===== src/rtl/mips_pkg.sv =====
// Shared types and defaults for the IF/MEM memory arbiter.
package mips_pkg;

  typedef enum logic [1:0] {IDLE, ISSUE, WAIT, DONE} arb_state_t;
  typedef enum logic {GRANT_IF, GRANT_MEM} arb_grant_t;

  localparam int unsigned ARB_LATENCY_DEFAULT = 2;

endpackage


===== src/rtl/memory_arbiter.sv =====
// Shares one fixed-latency single-port RAM between the IF and MEM pipeline stages.
// Define ROUND_ROBIN_EN to alternate grants on contention; otherwise MEM always wins.
module memory_arbiter
  import mips_pkg::*;
#(
  parameter int unsigned LATENCY    = ARB_LATENCY_DEFAULT,
  parameter int unsigned ADDR_WIDTH = 32,
  parameter int unsigned DATA_WIDTH = 32
) (
  input  logic                  i_clk,
  input  logic                  i_reset,
  input  logic                  i_if_req,
  input  logic [ADDR_WIDTH-1:0] i_if_addr,
  output logic [DATA_WIDTH-1:0] o_if_rdata,
  output logic                  o_if_valid,
  input  logic                  i_mem_req,
  input  logic                  i_mem_we,
  input  logic [ADDR_WIDTH-1:0] i_mem_addr,
  input  logic [DATA_WIDTH-1:0] i_mem_wdata,
  output logic [DATA_WIDTH-1:0] o_mem_rdata,
  output logic                  o_mem_valid,
  output logic                  o_ram_en,
  output logic                  o_ram_we,
  output logic [ADDR_WIDTH-1:0] o_ram_addr,
  output logic [DATA_WIDTH-1:0] o_ram_wdata,
  input  logic [DATA_WIDTH-1:0] i_ram_rdata,
  output logic                  o_stall
);

  localparam int unsigned CNT_W = (LATENCY > 1) ? $clog2(LATENCY) : 1;

  arb_state_t            r_state;
  arb_grant_t            r_grant;
  logic [CNT_W-1:0]      r_cnt;
  logic                  r_we;
  logic [ADDR_WIDTH-1:0] r_addr;
  logic [DATA_WIDTH-1:0] r_wdata;
  logic                  r_ram_en;
  logic                  r_if_valid;
  logic                  r_mem_valid;
`ifdef ROUND_ROBIN_EN
  arb_grant_t            r_last_grant;
`endif

  arb_grant_t            w_grant;
  logic [DATA_WIDTH-1:0] w_rdata;

  always_ff @(posedge i_clk) begin
    if (i_reset) begin
      r_state     <= IDLE;
      r_grant     <= GRANT_IF;
      r_cnt       <= '0;
      r_we        <= 1'b0;
      r_addr      <= '0;
      r_wdata     <= '0;
      r_ram_en    <= 1'b0;
      r_if_valid  <= 1'b0;
      r_mem_valid <= 1'b0;
`ifdef ROUND_ROBIN_EN
      r_last_grant <= GRANT_IF;
`endif
    end else begin
      r_ram_en    <= 1'b0;
      r_if_valid  <= 1'b0;
      r_mem_valid <= 1'b0;
      unique case (r_state)
        IDLE: begin
          if (i_if_req || i_mem_req) begin
            r_grant  <= w_grant;
            r_we     <= (w_grant == GRANT_MEM) && i_mem_we;
            r_addr   <= (w_grant == GRANT_MEM) ? i_mem_addr : i_if_addr;
            r_wdata  <= (w_grant == GRANT_MEM) ? i_mem_wdata : '0;
            // RAM strobe is registered so it lands in the ISSUE cycle.
            r_ram_en <= 1'b1;
            r_state  <= ISSUE;
`ifdef ROUND_ROBIN_EN
            r_last_grant <= w_grant;
`endif
          end
        end
        ISSUE: begin
          r_cnt <= CNT_W'(LATENCY - 1);
          if (r_we || LATENCY == 1) begin
            r_state     <= DONE;
            r_if_valid  <= (r_grant == GRANT_IF);
            r_mem_valid <= (r_grant == GRANT_MEM);
          end else begin
            r_state <= WAIT;
          end
        end
        WAIT: begin
          r_cnt <= r_cnt - CNT_W'(1);
          if (r_cnt == CNT_W'(1)) begin
            r_state     <= DONE;
            r_if_valid  <= (r_grant == GRANT_IF);
            r_mem_valid <= (r_grant == GRANT_MEM);
          end
        end
        DONE:    r_state <= IDLE;
        default: r_state <= IDLE;
      endcase
    end
  end

  always_comb begin
    w_grant = GRANT_IF;
    if (i_mem_req && !i_if_req) begin
      w_grant = GRANT_MEM;
    end else if (i_mem_req && i_if_req) begin
`ifdef ROUND_ROBIN_EN
      w_grant = (r_last_grant == GRANT_MEM) ? GRANT_IF : GRANT_MEM;
`else
      w_grant = GRANT_MEM;
`endif
    end
    // Writes complete with zero data; reads pass RAM data straight through.
    w_rdata     = r_we ? '0 : i_ram_rdata;
    o_if_rdata  = r_if_valid ? w_rdata : '0;
    o_mem_rdata = r_mem_valid ? w_rdata : '0;
    o_stall     = (i_if_req & ~r_if_valid) | (i_mem_req & ~r_mem_valid);
  end

  assign o_if_valid  = r_if_valid;
  assign o_mem_valid = r_mem_valid;
  assign o_ram_en    = r_ram_en;
  assign o_ram_we    = r_we & r_ram_en;
  assign o_ram_addr  = r_addr;
  assign o_ram_wdata = r_wdata;

endmodule


===== config.mk =====
export PLATFORM = sky130hd
export DESIGN_NAME = memory_arbiter
export DESIGN_NICKNAME = d
export VERILOG_FILES = /design/src/rtl/mips_pkg.sv /design/src/rtl/memory_arbiter.sv
export SDC_FILE = /design/constraint.sdc
export NUM_CORES = 1
export LEC_CHECK = 0
export ABC_AREA = 1
export BUFFER_PORTS_ARGS = -buffer_cell sky130_fd_sc_hd__buf_2
export CAP_MARGIN = 10
export CORE_AREA = 4 4 101 103
export DETAILED_ROUTE_END_ITERATION = 7
export DIE_AREA = 0 0 105 107
export GPL_ROUTABILITY_DRIVEN = 1
export PLACE_DENSITY = 0.84
export SLEW_MARGIN = 10
export SYNTH_ARGS = -nofsm -noshare
export SYNTH_HDL_FRONTEND = slang
export SYNTH_SLANG_ARGS = --single-unit

===== constraint.sdc =====
create_clock -name i_clk -period 2.9 [get_ports i_clk]
set_clock_uncertainty 0.1 [all_clocks]
set_input_delay 0 -clock i_clk [delete_from_list [all_inputs] [get_ports i_clk]]
set_output_delay 0 -clock i_clk [all_outputs]
set_load 0.02 [all_outputs]

==> run metrics <==
DRC viols 0; flop2flop setup slack 0.94 ns; Congestion Overflow GR 0; critical path arrival 2.12 ns; slowest CP cell dfxtp_1; Tmin final 1.96 ns; Final period util 0.676; Placed Cells 885; worst setup path end o_ram_wdata[11]$_SDFFE_PP0P_; I/O Pins 266; DR iter-0 viols 363; R2R Path End o_ram_wdata[11]$_SDFFE_PP0P_; Leak 0.00329 uW; total detailed-routing wirelength 14600 um; first-pass GRT wire length 22900 um; post-CTS sizing 0; VDD IR max 0.436 mV; Routed met2 length 7710 um; Synth Cell Area 3540 um^2; CP Launch Point r_state[0]$_SDFFE_PP0P_; number of global-route vias before repair 4709; CTS tree yes; Post-DP Area 4840 um^2; Crit Path Class reg2reg; sequential element share of the synthesized area 0.407; Worst path most repeated cell inv_1; detailed placement HPWL 8840 um; drt wl/cell 14.6 um; clk sinks 72; top layer in use met4; Bufs on Longest Clock Path 2; final worst setup slack 0.940 ns; IO buf count 265; Inserted Clock Buffers 9; slew margin rel. 0.274; Crit path required time 3.06 ns; Crit Path Max Fanout 26; Routed Antenna Nets 0; syn avg cell area 6.47 um^2; FF-to-FF Start r_state[0]$_SDFFE_PP0P_; Rows 35; core area 9200 um^2; Syn. warnings 0; HP Class in2reg; RePlAce Congestion 0.846; post-CTS setup buffers 0; R2R cell count 8; most frequent cells in the layout buf_2, nand2_1, dlygate4sd3_1, dfxtp_1, nor2_1; Antenna Cells 0; insertion delay to the later sink of the worst-skew pair 0.33 ns; Seq cells post-synth 72; RSZ-0062 raised after global routing no; final non-filler cell total 998; Detail Route met3 WL 1060 um; pre-CTS setup slack 0.979 ns; mean number of vias per cell 4.93; Largest stage delay, worst path 0.39 ns; Fmax achieved 0.510 GHz; Net Count, Synth 684; die width 105 um; worst-path cell chain inv_1 -> ha_1 -> inv_1 -> nor2_4 -> inv_2 -> buf_4 -> nand2_1 -> a21oi_1; final hold violations 0; Vias 4922; DIE AREA 11200 um^2; Global Route Usage Sum 0.248; Starting Density 0.385; status complete, no violations; Netlist cell types 18; Max Slew Vio Count 0; Final Setup Violations 0; gate count after technology mapping 547; cell chosen for the clock root clkbuf_8; DRT Pass-1 Iters 5; Hold Worst Slack 0.0442 ns; P per Cell Area 658 nW/um^2; H-tree depth 3; Die Y 107 um; Clk pin slew, worst setup/hold paths 0.08 ns; crit start category flop; Final Cell Area 6000 um^2; initial antenna violation count 0; Max Cap Violations 0; largest net degree at the start of global routing 67; layout overhead on the synthesized area 69.7%; share of post-route cells with drive strength above 1 0.328; setup TNS 0 ns; metal1 wirelength 5190 um; commonest non-fill, non-tap cell in the layout buf_2; Least-Margin Pin Slew 1.09 ns; Worst setup EP type flop; Final nets 1019
==> worst min path at each step <==
stage | startpoint | endpoint | cells past startpoint
4_1_cts | i_if_req | r_state[0]$_SDFFE_PP0P_ | 6
3_3_place_gp | i_mem_wdata[28] | o_ram_wdata[28]$_SDFFE_PP0P_ | 3
5_1_grt | i_mem_req | o_ram_wdata[28]$_SDFFE_PP0P_ | 3
2_1_floorplan | i_ram_rdata[31] | o_if_rdata[31] | 2
3_5_place_dp | i_mem_wdata[12] | o_ram_wdata[12]$_SDFFE_PP0P_ | 3
6_report | i_if_req | r_state[0]$_SDFFE_PP0P_ | 6
==> critical path, delay by kind of cell (launching register included) <==
| family | cells | cell delay (ns) |
|---|---|---|
| buffers and inverters | 4 | 0.87 |
| flip-flops | 1 | 0.39 |
| adder cells (fa/ha/maj) | 1 | 0.24 |
| AO/OA/AOI/OAI | 1 | 0.15 |
| AND/OR/NAND/NOR | 2 | 0.14 |
==> area by class of cell <==
type	instances	area, um^2
Clock buffer	9	124
Timing Repair Buffer	368	2340
Inverter	44	165
Fill cell	778	3190
Multi-Input combinational cell	387	1720
Tap cell	111	139
Clock inverter	7	70.1
Sequential cell	72	1440
==> flip-flops by register name (all words and copies together) (netlist names) <==
register	count
r_we	1
o_if_valid	1
o_ram_addr	32
o_mem_valid	1
o_ram_wdata	32
r_state	2
r_cnt	1
o_ram_en	1
r_grant	1
==> timing repair <==
item / in CTS / in global routing
hold buffers: 97 / 0
setup endpoints to repair: 0 / 0
endpoints found under the hold margin: 65 / 0
==> per-stage QoR <==
stage,power (uW),util
after detailed placement,3030,0.526
final,3950,0.653
after floorplan,2520,-
after global routing,4200,0.653
after global placement,3010,0.526
after CTS,3940,0.653
==> Yosys cell counts <==
cell type | number | area [um^2]
buf_1 | 6 | 22.5
o21ai_0 | 36 | 180
ha_1 | 4 | 50.1
nor3b_1 | 1 | 7.51
nand3_1 | 35 | 175
nor2_1 | 68 | 255
a31oi_1 | 1 | 6.26
nor2_2 | 1 | 6.26
buf_4 | 9 | 67.6
buf_2 | 10 | 50.1
inv_2 | 1 | 3.75
nand2_1 | 139 | 522
dfxtp_1 | 72 | 1440
clkbuf_1 | 19 | 71.3
nor3_1 | 65 | 325
inv_1 | 43 | 161
nor2_4 | 1 | 11.3
a21oi_1 | 36 | 180
==> cells by family after synthesis <==
group	share of synthesized area
AND/OR/NAND/NOR	0.368
flip-flops	0.407
buffers and inverters	0.106
AO/OA/AOI/OAI	0.104
adder cells (fa/ha/maj)	0.0141
==> layer usage <==
| layer | track usage | up-vias |
|---|---|---|
| li1 | - | 2412 |
| met1 | 0.254 | 2216 |
| met2 | 0.466 | 241 |
| met3 | 0.0614 | 53 |
| met4 | 0.131 | 0 |
| met5 | 0 | - |
==> power breakdown <==
group / switching [uW] / internal [uW]
Combinational: 1150 / 599
Clock: 386 / 397
Sequential: 158 / 1260
Total: 1700 / 2250
No activity file was read; power rests on OpenSTA's default activity.
